### src/rtl/pwm_pkg.sv
// Shared types and the round-robin search helper for the PWM capture scheduler.
package pwm_pkg;

  localparam int unsigned PWM_MAX_CH   = 16;
  localparam int unsigned PWM_MAX_CH_W = 4;
  localparam int unsigned PWM_RES_W    = 16;

  typedef enum logic [2:0] {
    S_IDLE,
    S_SELECT,
    S_ARM,
    S_WAIT_EDGE,
    S_HIGH,
    S_LOW,
    S_STORE
  } sched_state_t;

  typedef struct packed {
    logic [PWM_RES_W-1:0] high_time;
    logic [PWM_RES_W-1:0] period;
    logic                 timeout;
  } pwm_result_t;

  // First set bit of mask at or after start, wrapping modulo nch; MSB = found.
  function automatic logic [PWM_MAX_CH_W:0] rr_next(
    input logic [PWM_MAX_CH-1:0]   mask,
    input logic [PWM_MAX_CH_W-1:0] start,
    input int unsigned             nch
  );
    logic [PWM_MAX_CH_W:0] res;
    int unsigned           idx;
    res = '0;
    for (int unsigned i = 0; i < PWM_MAX_CH; i++) begin
      idx = (32'(start) + i) % nch;
      if ((i < nch) && !res[PWM_MAX_CH_W] && mask[PWM_MAX_CH_W'(idx)]) begin
        res = {1'b1, PWM_MAX_CH_W'(idx)};
      end
    end
    return res;
  endfunction

endpackage

### src/rtl/pwm_sched_rr.sv
// Combinational round-robin picker: next set bit of mask after cur_i (or from 0 when restart_i).
module pwm_sched_rr
  import pwm_pkg::*;
#(
  parameter int unsigned K_NCH = 4,
  parameter int unsigned K_CW  = $clog2(K_NCH)
) (
  input  logic [K_NCH-1:0] mask_i,
  input  logic [K_CW-1:0]  cur_i,
  input  logic             restart_i,
  output logic [K_CW-1:0]  next_c_o,
  output logic             none_c_o
);

  logic [PWM_MAX_CH_W-1:0] start;
  logic [PWM_MAX_CH_W:0]   pick;

  always_comb begin
    start    = restart_i ? '0 : PWM_MAX_CH_W'((32'(cur_i) + 32'd1) % K_NCH);
    pick     = rr_next(PWM_MAX_CH'(mask_i), start, K_NCH);
    next_c_o = K_CW'(pick);
    none_c_o = ~pick[PWM_MAX_CH_W];
  end

endmodule

### src/rtl/pwm_capture_sched.sv
// Round-robin PWM high-time/period capture shared across K_NCH inputs.
// Optional timeout abort enabled by defining PWM_SCHED_TIMEOUT_EN.
module pwm_capture_sched
  import pwm_pkg::*;
#(
  parameter int unsigned         K_NCH     = 4,
  parameter int unsigned         K_DWIDTH  = 16,
  parameter logic [K_DWIDTH-1:0] K_TIMEOUT = 16'hFFFF
) (
  input  logic                       i_clk,
  input  logic                       i_rst_n,
  input  logic                       i_timebase,
  input  logic [K_NCH-1:0]           i_pwm,
  input  logic [K_NCH-1:0]           i_polarity,
  input  logic [K_NCH-1:0]           i_enable,
  input  logic [K_NCH-1:0]           i_ack,
  output logic                       o_busy,
  output logic [$clog2(K_NCH)-1:0]   o_chan,
  output logic                       o_valid,
  output logic [$clog2(K_NCH)-1:0]   o_valid_chan,
  output logic [K_DWIDTH-1:0]        o_high_time,
  output logic [K_DWIDTH-1:0]        o_period,
  output logic                       o_timeout,
  output logic [K_NCH-1:0]           o_fresh
);

  localparam int unsigned CW = $clog2(K_NCH);

  if ((K_NCH < 2) || (K_NCH > PWM_MAX_CH) || (K_DWIDTH < 1) || (K_DWIDTH > PWM_RES_W)
      || (K_TIMEOUT == '0)) begin : g_bad_param
    $error("pwm_capture_sched: unsupported parameter set");
  end

  sched_state_t         state_q;
  logic [CW-1:0]        chan_q;
  logic                 first_q;
  logic                 busy_q;
  logic                 valid_q;
  logic [CW-1:0]        vchan_q;
  pwm_result_t          res_q;
  logic [K_NCH-1:0]     fresh_q;
  logic [K_DWIDTH-1:0]  high_q;
  logic [K_DWIDTH-1:0]  low_q;

  logic                 lvl_c;
  logic                 en_c;
  logic                 meas_c;
  logic                 abort_c;
  logic                 tmo_hit_c;
  logic                 tmo_c;
  logic                 done_c;
  logic                 pub_c;
  logic [K_DWIDTH-1:0]  high_inc_c;
  logic [K_DWIDTH-1:0]  low_inc_c;
  logic [K_DWIDTH:0]    sum_c;
  logic [K_DWIDTH-1:0]  period_c;
  logic [K_NCH-1:0]     set_c;
  logic [CW-1:0]        pick_c;
  logic                 none_c;

  pwm_sched_rr #(
    .K_NCH (K_NCH),
    .K_CW  (CW)
  ) u_rr (
    .mask_i    (i_enable),
    .cur_i     (chan_q),
    .restart_i (first_q),
    .next_c_o  (pick_c),
    .none_c_o  (none_c)
  );

`ifdef PWM_SCHED_TIMEOUT_EN
  logic [K_DWIDTH-1:0] tmo_q;

  // Watchdog: cleared on each channel selection, counts every tick while measuring.
  always_ff @(posedge i_clk or negedge i_rst_n) begin
    if (!i_rst_n) begin
      tmo_q <= '0;
    end else if (state_q == S_SELECT) begin
      tmo_q <= '0;
    end else if (meas_c && i_timebase) begin
      tmo_q <= tmo_q + 1'b1;
    end
  end

  assign tmo_hit_c = meas_c && i_timebase && (K_DWIDTH'(tmo_q + 1'b1) == K_TIMEOUT);
`else
  assign tmo_hit_c = 1'b0;
`endif

  always_comb begin
    lvl_c      = i_pwm[chan_q] ^ i_polarity[chan_q];
    en_c       = i_enable[chan_q];
    meas_c     = (state_q == S_ARM) || (state_q == S_WAIT_EDGE) ||
                 (state_q == S_HIGH) || (state_q == S_LOW);
    abort_c    = meas_c && !en_c;
    tmo_c      = en_c && tmo_hit_c;
    done_c     = (state_q == S_LOW) && en_c && i_timebase && lvl_c && !tmo_hit_c;
    pub_c      = tmo_c || done_c;
    high_inc_c = (&high_q) ? high_q : high_q + 1'b1;
    low_inc_c  = (&low_q) ? low_q : low_q + 1'b1;
    sum_c      = {1'b0, high_q} + {1'b0, low_q};
    period_c   = sum_c[K_DWIDTH] ? '1 : sum_c[K_DWIDTH-1:0];
    // Set is applied both on the closing tick and in STORE so a colliding ack never wins.
    set_c      = (pub_c || (state_q == S_STORE)) ? (K_NCH'(1) << chan_q) : '0;
  end

  always_ff @(posedge i_clk or negedge i_rst_n) begin
    if (!i_rst_n) begin
      state_q <= S_IDLE;
      chan_q  <= '0;
      first_q <= 1'b1;
      busy_q  <= 1'b0;
      valid_q <= 1'b0;
      vchan_q <= '0;
      res_q   <= '0;
      fresh_q <= '0;
      high_q  <= '0;
      low_q   <= '0;
    end else begin
      busy_q  <= (state_q != S_IDLE);
      valid_q <= 1'b0;
      fresh_q <= (fresh_q & ~i_ack) | set_c;

      if (done_c) begin
        valid_q <= 1'b1;
        vchan_q <= chan_q;
        res_q   <= '{high_time: PWM_RES_W'(high_q), period: PWM_RES_W'(period_c), timeout: 1'b0};
      end else if (tmo_c) begin
        valid_q <= 1'b1;
        vchan_q <= chan_q;
        res_q   <= '{high_time: PWM_RES_W'({K_DWIDTH{lvl_c}}), period: '0, timeout: 1'b1};
      end

      unique case (state_q)
        S_IDLE: begin
          if (|i_enable) state_q <= S_SELECT;
        end
        S_SELECT: begin
          if (none_c) begin
            state_q <= S_IDLE;
          end else begin
            chan_q  <= pick_c;
            first_q <= 1'b0;
            state_q <= S_ARM;
          end
        end
        S_ARM: begin
          if (abort_c)                  state_q <= S_SELECT;
          else if (tmo_c)               state_q <= S_STORE;
          else if (i_timebase && !lvl_c) state_q <= S_WAIT_EDGE;
        end
        S_WAIT_EDGE: begin
          if (abort_c) begin
            state_q <= S_SELECT;
          end else if (tmo_c) begin
            state_q <= S_STORE;
          end else if (i_timebase && lvl_c) begin
            // The opening edge tick is itself the first active tick.
            high_q  <= K_DWIDTH'(1);
            low_q   <= '0;
            state_q <= S_HIGH;
          end
        end
        S_HIGH: begin
          if (abort_c) begin
            state_q <= S_SELECT;
          end else if (tmo_c) begin
            state_q <= S_STORE;
          end else if (i_timebase) begin
            if (lvl_c) begin
              high_q <= high_inc_c;
            end else begin
              low_q   <= low_inc_c;
              state_q <= S_LOW;
            end
          end
        end
        S_LOW: begin
          if (abort_c) begin
            state_q <= S_SELECT;
          end else if (tmo_c || done_c) begin
            state_q <= S_STORE;
          end else if (i_timebase) begin
            low_q <= low_inc_c;
          end
        end
        S_STORE: begin
          state_q <= S_SELECT;
        end
        default: begin
          state_q <= S_IDLE;
        end
      endcase
    end
  end

  assign o_busy       = busy_q;
  assign o_chan       = chan_q;
  assign o_valid      = valid_q;
  assign o_valid_chan = vchan_q;
  assign o_high_time  = K_DWIDTH'(res_q.high_time);
  assign o_period     = K_DWIDTH'(res_q.period);
  assign o_timeout    = res_q.timeout;
  assign o_fresh      = fresh_q;

endmodule

### config.mk
export PLATFORM = sky130hd
export DESIGN_NAME = pwm_capture_sched
export DESIGN_NICKNAME = d
export VERILOG_FILES = /design/src/rtl/pwm_pkg.sv /design/src/rtl/pwm_sched_rr.sv /design/src/rtl/pwm_capture_sched.sv
export SDC_FILE = /design/constraint.sdc
export NUM_CORES = 1
export LEC_CHECK = 0
export CELL_PAD_IN_SITES_DETAIL_PLACEMENT = 1
export CELL_PAD_IN_SITES_GLOBAL_PLACEMENT = 2
export CORE_MARGIN = 1.5
export CORE_UTILIZATION = 39
export CTS_BUF_LIST = sky130_fd_sc_hd__clkbuf_4
export DETAILED_ROUTE_END_ITERATION = 16
export GPL_TIMING_DRIVEN = 0
export MAX_ROUTING_LAYER = met4
export PLACE_DENSITY_LB_ADDON = 0.1
export SYNTH_ARGS = -nofsm -noshare
export SYNTH_HDL_FRONTEND = slang
export SYNTH_SLANG_ARGS = --single-unit
### constraint.sdc
create_clock -name i_clk -period 4.1 [get_ports i_clk]
set_input_delay 1.025 -clock i_clk [delete_from_list [all_inputs] [get_ports i_clk]]
set_output_delay 1.025 -clock i_clk [all_outputs]
set_load 0.005 [all_outputs]
; ---- Word-level counts from Yosys, hierarchy flattened
; Cells that the tools add are included.
[totals]
wordCells = 130
out_inout_bits = 43
input_bits = 19
reg_bits = 78
[op_classes]
n_eq_ne = 22
shifts = 1
bitwise = 4
mux = 51
order_cmp = 5
add_sub_neg = 7
reduce_logical = 29
[ops]
columns = cell, count
row1 = $mux W16, 16
row2 = $pmux W16 S3, 1
row3 = $add A16 B1 Y16 const B, 2
row4 = $pmux W16 S2, 1
row5 = $reduce_and A16 Y1, 2
row6 = $mux W3, 10
row7 = $pmux W3 S7, 1
row8 = $lt A2 B5 Y1 const B, 4
row9 = $mux W5, 4
row10 = $ne A2 B2 Y1 const B, 10
row11 = $add A16 B16 Y17, 1
row12 = $bmux W1 S2, 7
row13 = $eq A3 B3 Y1 const B, 3
row14 = $logic_and A1 B1 Y1, 9
row15 = $ne A3 B3 Y1 const B, 3
row16 = $reduce_and A9 Y1, 1
row17 = $mux W1, 8
row18 = $reduce_and A7 Y1, 1
row19 = $eq A3 B2 Y1 const B, 2
row20 = $ne A3 B2 Y1 const B, 2
row21 = $reduce_and A6 Y1, 1
row22 = $reduce_bool A3 Y1, 2
row23 = $logic_not A1 Y1, 5
row24 = $add A2 B1 Y2 const B, 2
row25 = 16 further kinds, 21

; ---- Depth between registers and ports, before layout
; Gate-level depths: netlist (run 1).
[depth]
ltp_word = 16
ltp_mapped = 9
mapped_depth_nobuf = 8

; ---- By module
; A second synthesis (run 1) with hierarchy kept.
[unflattened]
hier_cells = 539
area_unflattened_um2 = 4953.5
[modules_own_cells]
columns = module, cells_each, instances, seq_area_each_um2, area_each_um2
row1 = pwm_capture_sched, 493, 1, 1953.1, 4644.5
row2 = pwm_sched_rr, 46, 1, 0.0, 309.0

; ---- Worst setup path before layout (run 1)
; OpenSTA, ideal clock, no wires.
[synth_path]
path_kind = input to register
from = input port i_polarity[0]
to = register vchan_q[0], in the netlist o_valid_chan[0]
n_path_buf = 1
stages = 5
setup_slack_ns = 1.207
arrival_ns = 2.765
required_time_ns = 3.972
setup_time_ns = 0.128
cell_sequence = xnor2_1 mux4_2 nor4_4 buf_4 mux2_1
[synth_between]
elab_chain_cells = 4
[synth_lines]
columns = item, line_no
row1 = from (decl), pwm_capture_sched.sv:14  ; input logic [K_NCH-1:0] i_polarity,
row2 = $bmux W1 S2, pwm_capture_sched.sv:92  ; lvl_c = i_pwm[chan_q] ^ i_polarity[chan_q];
row3 = $mux W1 (not written as such), pwm_capture_sched.sv:92
row4 = $xor A1 B1 Y1, pwm_capture_sched.sv:92
row5 = $logic_and A1 B1 Y1, pwm_capture_sched.sv:98  ; done_c = (state_q == S_LOW) && en_c && i_timebase && lvl_c && !tmo_hit_c;
row6 = to (signal assigned), pwm_capture_sched.sv:127  ; vchan_q <= chan_q;
row7 = to (signal assigned), pwm_capture_sched.sv:131  ; vchan_q <= chan_q;
row8 = to (decl), pwm_capture_sched.sv:39  ; logic [CW-1:0] vchan_q;
; Every way passes these cells. The select of a mux whose other input is x is not followed.
; A chain may end at the register's enable or synchronous reset.

; ---- Worst setup path in the final report (run 1)
[layout_path]
from = register high_q[0]
to = register res_q (netlist bit o_period[12])
[layout_between]
elab_chain_cells = 2
[layout_lines]
columns = item, line_no
row1 = from (decl), pwm_capture_sched.sv:42  ; logic [K_DWIDTH-1:0] high_q;
row2 = from (signal assigned), pwm_capture_sched.sv:172  ; high_q <= high_inc_c;
row3 = $add A16 B16 Y17, pwm_capture_sched.sv:102  ; sum_c = {1'b0, high_q} + {1'b0, low_q};
row4 = $mux W16, pwm_capture_sched.sv:103  ; period_c = sum_c[K_DWIDTH] ? '1 : sum_c[K_DWIDTH-1:0];
row5 = to (signal assigned), pwm_capture_sched.sv:128  ; res_q <= '{high_time: PWM_RES_W'(high_q), period: PWM_RES_W'(period_c), timeout: 1'b0};
row6 = to (signal assigned), pwm_capture_sched.sv:132  ; res_q <= '{high_time: PWM_RES_W'({K_DWIDTH{lvl_c}}), period: '0, timeout: 1'b1};
row7 = to (decl), pwm_capture_sched.sv:40  ; pwm_result_t res_q;
; Every way passes these cells.

==> reports/results.ini, run 1 <==
[run_status]
status = completed

[power]
switching_power_w = 0.000929
total_power_w = 0.00248
p_leak_nw = 2.53
pwr-share-clk = 0.201
cell_internal_pwr_w = 0.00155
power.density_nw_per_um2 = 438
ir_worst_vdd_uv = 207
switching_share = 0.374
combPwrFrac = 0.382
power_frac_seq = 0.417

[cts]
worstSkewPairLatency_ps = 480
cts.sinks = 78
cts.reportedPaths.clkPinSlew_ps = 140
h-tree-depth = 3
clock-root-buffer = clkbuf_4
cts_resized = 0
cts_hold_buf = 0
post_cts_buffers = 0
cts_tree = done
clockBufferDepth = 2
cts_buffers = 9

[sta]
fin_skew_ps = 12.3
finalCriticalPeriod_ps = 3500
min_period_over_period = 0.854
final-hold-violation-count = 0
rsz0062_at_grt = no
finalMaxSlewViolations = 0
max_slew_margin = 0.444
tightest_slew_ps = 830
clock.fmax_mhz = 286
finalSetupViolations = 0

[drt]
drtIter0Drc = 137
wirelength_um = 13400
drt-wirelength-per-cell_um = 18.3
antenna_left = 0
routed-via-count = 4170
drtPass1Iterations = 4
vias_per_cell = 5.73
route.detailed.drc = 0

[cells_and_area]
nets = 618
fill_cells = 1388
final_layout_size_suffix_gt1_frac = 0.0706
syn_to_final_growth_pct = 19.6
n_antenna_cell = 0
register_area_um2 = 1950
design_area_um2 = 5660
multiInputGateArea_um2 = 2600

[setup_path]
cpPeakStageDelay_ps = 470
critical-path-slowest-cell = dfrtp_1
r2r_slack_ps = 600
crit_chain = ha_1 > fa_1 > a211oi_1 > o21bai_1 > o31a_1 > a41oi_1 > o211ai_1 > clkbuf_1 > o22a_1
startpoint_type = flip-flop
r2r_cells = 9
cp_top_family = compound AO/OA/AOI/OAI gates
end_kind = flip-flop
crit_fanout = 10
arrival_ps = 3870
worstPathRequired_ps = 4470
crit_buf_inv = 1
r2r-start = high_q[0]
reg2reg_to = o_period[12]
worstSetupPathType = reg -> reg

[synthesis]
synth_edf_count = 0
avgSynthCellArea_um2 = 9.35
async_reset_ff_frac = 1.00
synth_top_flop_cell = dfrtp_1
ys_seq_area_frac = 0.413
synth_nets = 548
ys_ff_latch = 78
ys.warnings.count = 0
synthesis.instances = 506
syn_area_um2 = 4730
yosysUniqueCellTypes = 66

[floorplan]
die_area_um2 = 12800
core_area_um2 = 11900
io_pins = 62
die_h_um = 113
fp.dieW_um = 113
rows = 40
initial_core_util = 0.397

[grt]
grt_pass1_wl_um = 22600
grt_start_max_net_pins = 56
antenna_found_initial = 0
grt_usage = 0.230
grt.overflow.total = 0
grt_pass1_vias = 4251

[worst_hold_path]
hold_path.class = in -> async

[placement]
numPortBuffers = 58
place_congestion = 0.852
place_area_um2 = 5520
hpwl_um = 9970

[run]
cap_viol_max_count = 0

## cell families after synthesis
kind of cell | count (synthesis) | share of synthesized area
other | 1 | 0.000792
adder cells (fa/ha/maj) | 23 | 0.0624
AO/OA/AOI/OAI | 163 | 0.225
XOR/XNOR | 16 | 0.0296
AND/OR/NAND/NOR | 159 | 0.171
buffers and inverters | 43 | 0.0381
flip-flops | 78 | 0.413
multiplexers | 23 | 0.0600
## flip-flops by register name, indices dropped and copies added, names as in the netlist, 2 cells and up
name and cells:
o_period 16, state_q 3, high_q 16, o_chan 2, o_fresh 4, low_q 16, o_high_time 16, o_valid_chan 2
## how the worst max path moves through the flow
stage	start	to	cells past startpoint
after floorplan	i_polarity[0]	o_valid_chan[0]	5
after global placement	i_rst_n	low_q[12]	1
after detailed placement	i_polarity[0]	o_valid_chan[0]	6
after CTS	high_q[0]	o_period[12]	9
after global routing	high_q[0]	o_period[12]	9
final	high_q[0]	o_period[12]	9
## cells in the mapped netlist, drive strengths merged (4+ instances only)
cell / instances / area [um^2]
and2: 4 / 25.0
a31oi: 19 / 119
a21o: 7 / 52.6
nand3: 20 / 100
o31ai: 8 / 60.1
and3: 13 / 81.3
ha: 22 / 275
dfrtp: 77 / 1930
o21a: 4 / 30.0
nand2b: 11 / 68.8
xor2: 4 / 35.0
inv: 18 / 67.6
clkbuf: 19 / 71.3
buf: 6 / 41.3
nand2: 43 / 161
mux2: 20 / 225
xnor2: 12 / 105
nand4: 10 / 62.6
o21ai: 44 / 220
o22a: 15 / 131
nor3: 6 / 30.0
nor4: 4 / 40.0
a21oi: 29 / 145
o211ai: 4 / 30.0
nor2: 32 / 120
## power groups by stage
stage / Combinational (W) / Clock (W) / Sequential, W
6_report: 0.000948 / 0.000498 / 0.00104
5_1_grt: 0.00106 / 0.000543 / 0.00106
4_1_cts: 0.000953 / 0.000513 / 0.00104
3_5_place_dp: 0.000951 / 0 / 0.00105
3_3_place_gp: 0.000923 / 0 / 0.00105
2_1_floorplan: 0.000565 / 0 / 0.00102
## metal layers
| metal | global-route usage | vias to the layer above | part of all wire |
|---|---|---|---|
| met3 | 0.0295 | 18 | 0.020 |
| li1 | - | 2034 | - |
| met1 | 0.307 | 2068 | 0.49 |
| met2 | 0.360 | 50 | 0.47 |
| met5 | - | - | 0 |
| met4 | 0.0883 | 0 | 0.021 |
## cell type report
type | count | area share
plain buffers | 25 | 0.0199
clock buffers | 10 | 0.0133
clock inverters | 6 | 0.0108
inverters | 18 | 0.0119
multi-input cells | 385 | 0.459
flip-flops and latches | 78 | 0.345
well taps | 147 | 0.0325
repair buffers | 59 | 0.107
## cell usage in the layout (no fill, tap or decap), types with 4 or more instances in the layout
master and count:
nor2_1 32, a31oi_1 19, nand4_1 10, clkbuf_4 10, clkdlybuf4s50_1 57, nand2_1 43
o21a_1 4, o31ai_1 8, o211ai_1 4, clkbuf_1 19, o22a_1 15, o21ai_0 43
ha_1 22, nand2b_1 11, nor3_1 6, inv_1 17, and3_1 13, dfrtp_1 77
a21o_1 7, xor2_1 4, xnor2_1 12, and2_1 4, a21oi_1 29, mux2_2 8
mux2_1 12, nand3_1 20
## metrics by stage
step	setup TNS [ps]	hold slack (ps)	std cells	utilization	setup slack [ps]
after floorplan	0	464	506	-	1210
after global placement	-72440	466	711	0.462	-945
after detailed placement	0	476	712	0.464	349
after CTS	0	418	728	0.475	602
after global routing	0	434	728	0.475	456
final	0	437	728	0.475	601
## worst reg2reg max path: stages (launching register included)
cell      delay [ps]
dfrtp_1          470
ha_1             260
fa_1             450
a211oi_1         270
o21bai_1         140
o31a_1           370
a41oi_1          410
o211ai_1         430
clkbuf_1         350
o22a_1           250
Power figures use the tool's default switching activity.
==> run 2: changes to the inputs <==
CAP_MARGIN = 20   (was unset)
SYNTH_HIERARCHICAL = 1   (was unset)
==> reports/results.ini, run 2 <==
[floorplan]
io_pins = 62  ; unchanged
rows = 40  ; unchanged
die_h_um = 116  ; +2.2%
die_area_um2 = 13400  ; +4.5%
core_area_um2 = 12200  ; +2.5%
fp.dieW_um = 116  ; +2.2%
initial_core_util = 0.406  ; +0.00826

[setup_path]
worstSetupPathType = in -> reg
cp-startpoint = i_pwm[1]
r2r_cells = 9  ; unchanged
crit_fanout = 10  ; unchanged
r2r_slack_ps = 490  ; -110 ps
startpoint_type = primary input
r2r-start = high_q[0]
arrival_ps = 4140  ; +270 ps
reg2reg_to = o_period[8]
worstPathRequired_ps = 4430  ; -40 ps
end_kind = flip-flop

[synthesis]
avgSynthCellArea_um2 = 9.19  ; -1.8%
yosysUniqueCellTypes = 67  ; +1.5%
syn_area_um2 = 4950  ; +4.7%
synth_nets = 577  ; +5.3%
synth_top_flop_cell = dfrtp_1
ys_seq_area_frac = 0.394  ; -0.0183
synth_edf_count = 0  ; unchanged
ys_ff_latch = 78  ; unchanged
synth_top_area_frac = 0.389  ; -0.0181
synth_common_cells = dfrtp_1 (77), nor2_1 (51), a21oi_1 (47)
async_reset_ff_frac = 1.00  ; unchanged
synthesis.instances = 539  ; +6.5%
ys.warnings.count = 6  ; +6
synth_top_area_cell = dfrtp_1
synth_area_leaders = dfrtp_1 (39%), a21oi_1 (4.7%), ha_1 (4.5%), mux2_2 (4.5%), o21ai_0 (3.9%)
post-synth-top-count-cell = dfrtp_1

[cts]
h-tree-depth = 3  ; unchanged
clock-root-buffer = clkbuf_4
cts.sinks = 78  ; unchanged
cts_buffers = 9  ; unchanged
cts.reportedPaths.clkPinSlew_ps = 130  ; about the same
post_cts_buffers = 0  ; unchanged
cts_tree = done
clockBufferDepth = 2  ; unchanged
cts_hold_buf = 0  ; unchanged
cts_resized = 0  ; unchanged
worstSkewPairLatency_ps = 460  ; -20 ps

[grt]
grt_usage = 0.247  ; +0.0166
grt_pass1_vias = 4599  ; +8.2%
antenna_found_initial = 0  ; unchanged
grt_pass1_wl_um = 24700  ; +9.0%
grt_start_max_net_pins = 44  ; -21%
grt.overflow.total = 0  ; unchanged

[worst_hold_path]
min_to = first_q
min_path_cells = 1
min-delay-start = first_q
hold_path.class = reg -> reg

[cells_and_area]
final_cell_count_no_fill = 784  ; +7.7%
final_layout_size_suffix_gt1_frac = 0.104  ; +0.0333
n_antenna_cell = 0  ; unchanged
syn_to_final_growth_pct = 20.0
fill_cells = 1452  ; +4.6%
nets = 649  ; +5.0%
most-common-layout-cells = dfrtp_1 (77), clkdlybuf4s50_1 (59), nor2_1 (51), a21oi_1 (47), o21ai_0 (39)
final_common_cell = dfrtp_1

[sta]
finalCriticalPeriod_ps = 3800  ; +301 ps
final-hold-violation-count = 0  ; unchanged
clock.fmax_mhz = 263  ; -7.9%
hold_slack_ps = 507  ; +69.8 ps
finalMaxSlewViolations = 0  ; unchanged
fin_skew_ps = 18.7  ; +6.43 ps
rsz0062_at_grt = no
min_period_over_period = 0.927  ; +0.0734
max_slew_margin = 0.284  ; -0.160
finalSetupViolations = 0  ; unchanged
tightest_slew_ps = 1060  ; +234 ps

[placement]
place_congestion = 0.849  ; -0.32%
numPortBuffers = 60  ; +3.4%
hpwl_um = 11100  ; +11%
placedCellCount = 768  ; +7.9%

[power]
switching_share = 0.382  ; +0.00732
combPwrFrac = 0.426  ; +0.044
ir_worst_vdd_uv = 239  ; +16%
cell_internal_pwr_w = 0.00172  ; +11%
pwr-share-clk = 0.193  ; -0.008
power.density_nw_per_um2 = 469  ; +6.9%
switching_power_w = 0.00106  ; +15%
power_frac_seq = 0.381  ; -0.036
p_leak_nw = 2.49  ; -1.6%

[drt]
wirelength_um = 14900  ; +11%
drtPass1Iterations = 4  ; unchanged
antenna_left = 0  ; unchanged
vias_per_cell = 5.76  ; +0.58%
drt-wirelength-per-cell_um = 19.0  ; +3.5%
drtIter0Drc = 202  ; +47%
routed-via-count = 4517  ; +8.3%
route.detailed.drc = 0  ; unchanged

[run]
cap_viol_max_count = 0  ; unchanged

[run_status]
status = completed

run 2: routing by layer:
metal	part of all wire	vias up	track usage
met1	0.49	2280	0.349
met5	0	-	-
li1	-	2151	-
met4	0.012	0	0.0618
met3	0.028	16	0.0272
met2	0.47	70	0.382
run 2: area by class of cell:
type,instances,area [um^2],share of cell area
multi-input cells,410,2760,0.464
flip-flops and latches,78,1950,0.328
repair buffers,61,626,0.105
well taps,168,210,0.0354
plain buffers,31,164,0.0276
clock inverters,7,88.8,0.0149
inverters,20,75.1,0.0126
clock buffers,9,67.6,0.0114
run 2: cells by family after synthesis:
kind of cell / after synthesis / synth area share
xor gates and xnor gates: 21 / 0.0371
AOI/OAI and AO/OA: 177 / 0.232
and+or+nand+nor: 165 / 0.168
muxes: 27 / 0.0707
adders and majority gates: 19 / 0.0495
buffers and inverters: 51 / 0.0482
DFF: 78 / 0.394
other: 1 / 0.000757
run 2: stage by stage:
stage                     setup TNS [ps]  area (um^2)  utilization  total power [W]  worst slack, ps
final                                  0         5950        0.487          0.00279              300
after floorplan                        0         4950            -          0.00177              987
after detailed placement           -2320         5790        0.474          0.00227             -238
after CTS                              0         5950        0.487          0.00282              266
after global placement            -73510         5760        0.472          0.00222             -935
after global routing                   0         5950        0.487          0.00298              133
run 2: worst max path at each step:
| stage | to | cells after the start |
|---|---|---|
| after floorplan | low_q[10] | 8 |
| after global placement | o_valid | 1 |
| after detailed placement | o_period[5] | 7 |
| after CTS | o_period[13] | 7 |
| after global routing | high_q[6] | 8 |
| final | o_period[8] | 7 |
run 2: critical path, stage by stage:
cell	delay, ps
clkdlybuf4s50_1	540
xnor2_1	90
mux4_2	530
nor3_1	750
nor4b_2	740
buf_2	360
a21oi_1	100
run 2: power by group through the flow:
stage,registers [W],clock network (W),logic [W]
2_1_floorplan,0.00105,0,0.000721
3_3_place_gp,0.00107,0,0.00115
3_5_place_dp,0.00108,0,0.00119
4_1_cts,0.00106,0.000560,0.00120
5_1_grt,0.00108,0.000584,0.00131
6_report,0.00106,0.000539,0.00119
==> run 3: changes to the inputs <==
CORE_MARGIN = 2   (was 1.5)
SLEW_MARGIN = 0   (was unset)
==> reports/results.ini, run 3 (synthesis results as in run 2) <==
[sta]
rsz0062_at_grt = no
tightest_slew_ps = 908  ; -156 ps
finalMaxSlewViolations = 0  ; unchanged
min_period_over_period = 0.944  ; +0.0176
max_slew_margin = 0.389  ; +0.105
clock.fmax_mhz = 258  ; -1.9%
final-hold-violation-count = 0  ; unchanged
fin_skew_ps = 23.4  ; +4.68 ps
finalSetupViolations = 0  ; unchanged
finalCriticalPeriod_ps = 3870  ; +72.0 ps

[drt]
route.detailed.drc = 0  ; unchanged
vias_per_cell = 5.69  ; -1.2%
wirelength_um = 14500  ; -2.3%
drtPass1Iterations = 4  ; unchanged
met3_length_um = 293  ; -30%
drtIter0Drc = 169  ; -16%
routed-via-count = 4486  ; -0.69%
top_layer = met4
wl_met1_um = 7160  ; -1.5%
drt-wirelength-per-cell_um = 18.5  ; -2.8%
antenna_left = 0  ; unchanged
wl_met2_um = 6870  ; -2.2%

[floorplan]
io_pins = 62  ; unchanged
die_h_um = 117  ; +0.86%
rows = 41  ; +2.5%
core_area_um2 = 12500  ; +2.5%
initial_core_util = 0.396  ; -0.00989
fp.dieW_um = 117  ; +0.86%
die_area_um2 = 13600  ; +1.7%

[run_status]
status = completed

[setup_path]
crit_fanout = 10  ; unchanged
worstSetupPathType = in -> reg
startpoint_type = primary input
end_kind = flip-flop
arrival_ps = 4230  ; +90 ps
worstPathRequired_ps = 4460  ; +30 ps

[cts]
cts_hold_buf = 0  ; unchanged
cts_resized = 0  ; unchanged
cts_tree = done
h-tree-depth = 3  ; unchanged
cts.reportedPaths.clkPinSlew_ps = 130  ; about the same
clock-root-buffer = clkbuf_4
cts.sinks = 78  ; unchanged
clockBufferDepth = 2  ; unchanged
cts_buffers = 9  ; unchanged
worstSkewPairLatency_ps = 480  ; +20 ps
post_cts_buffers = 0  ; unchanged

[grt]
grt_pass1_vias = 4425  ; -3.8%
antenna_found_initial = 0  ; unchanged
grt_start_max_net_pins = 41  ; -6.8%
grt.overflow.total = 0  ; unchanged
grt_usage = 0.232  ; -0.0151
grt_pass1_wl_um = 23600  ; -4.4%

[cells_and_area]
syn_to_final_growth_pct = 19.5
final_cell_count_no_fill = 788  ; +0.51%
final_layout_size_suffix_gt1_frac = 0.106  ; +0.00162
final_common_cell = dfrtp_1
utilization = 0.473  ; -0.0140
nets = 649  ; unchanged
most-common-layout-cells = dfrtp_1 (77), clkdlybuf4s50_1 (59), nor2_1 (51), a21oi_1 (47), o21ai_0 (39)
n_antenna_cell = 0  ; unchanged

[placement]
hpwl_um = 10700  ; -3.5%
numPortBuffers = 60  ; unchanged
place_congestion = 0.837  ; -1.4%
placedCellCount = 772  ; +0.52%

[power]
ir_worst_vdd_uv = 219  ; -8.3%
p_leak_nw = 2.46  ; -0.92%
power.density_nw_per_um2 = 460  ; -1.9%

[run]
cap_viol_max_count = 0  ; unchanged

[worst_hold_path]
hold_path.class = reg -> reg

run 3: changes by cell type in the layout (fill, tap and decap cells not counted):
cell / change
bufinv_16: -1
buf_16: -1
clkinvlp_4: +3
buf_12: +1
clkinv_1: -1
clkinv_4: -2
clkinv_2: +1
run 3: routing by layer:
metal,vias to the layer above,global-route usage
met1,2264,0.318
met5,-,-
met3,15,0.0291
met2,53,0.359
met4,0,0.0722
li1,2154,-
run 3: path summary, 6_finish.rpt:
check                                from            to  slack [ps]  cells past startpoint
worst max-delay path             i_pwm[3]  o_period[13]         230                      7
worst min-delay path              first_q       first_q         510                      1
worst max register to register  high_q[0]  o_period[13]         380                      9
worst min register to register    first_q       first_q         510                      1
max in group asynchronous         i_rst_n     high_q[3]        2970                      2
min in group asynchronous         i_rst_n    o_fresh[3]         530                      1
run 3: stage by stage:
step	power, W	worst slack, ps	TNS (ps)	area, um^2	hold slack, ps
floorplan	0.00177	987	0	4950	469
global placement	0.00222	-1020	-80460	5770	484
detailed placement	0.00226	-261	-2520	5790	488
CTS	0.00274	259	0	5920	511
global route	0.00293	23.1	0	5920	544
finish	0.00272	228	0	5920	512
run 3: cell type report:
cell class	instances	area, um^2
fillers	1494	6600
multi-input cells	410	2760
flip-flops and latches	78	1950
repair buffers	61	618
well taps	172	215
plain buffers	31	164
inverters	20	75.1
clock buffers	9	67.6
clock inverters	7	65.1
run 3: power breakdown:
part / total, W / switching (W) / internal [W] / leakage (nW)
Combinational: 0.00118 / 0.000618 / 0.000559 / 1.34
Sequential: 0.00106 / 0.000139 / 0.000921 / 1.06
Clock: 0.000484 / 0.000304 / 0.000180 / 0.0630
Total: 0.00272 / 0.00106 / 0.00166 / 2.46
run 3: worst max-delay path: stages:
cell             delay [ps]
clkdlybuf4s50_1         490
xnor2_1                 160
mux4_2                  510
nor3_1                  770
nor4b_2                 820
buf_2                   350
a21oi_1                 100
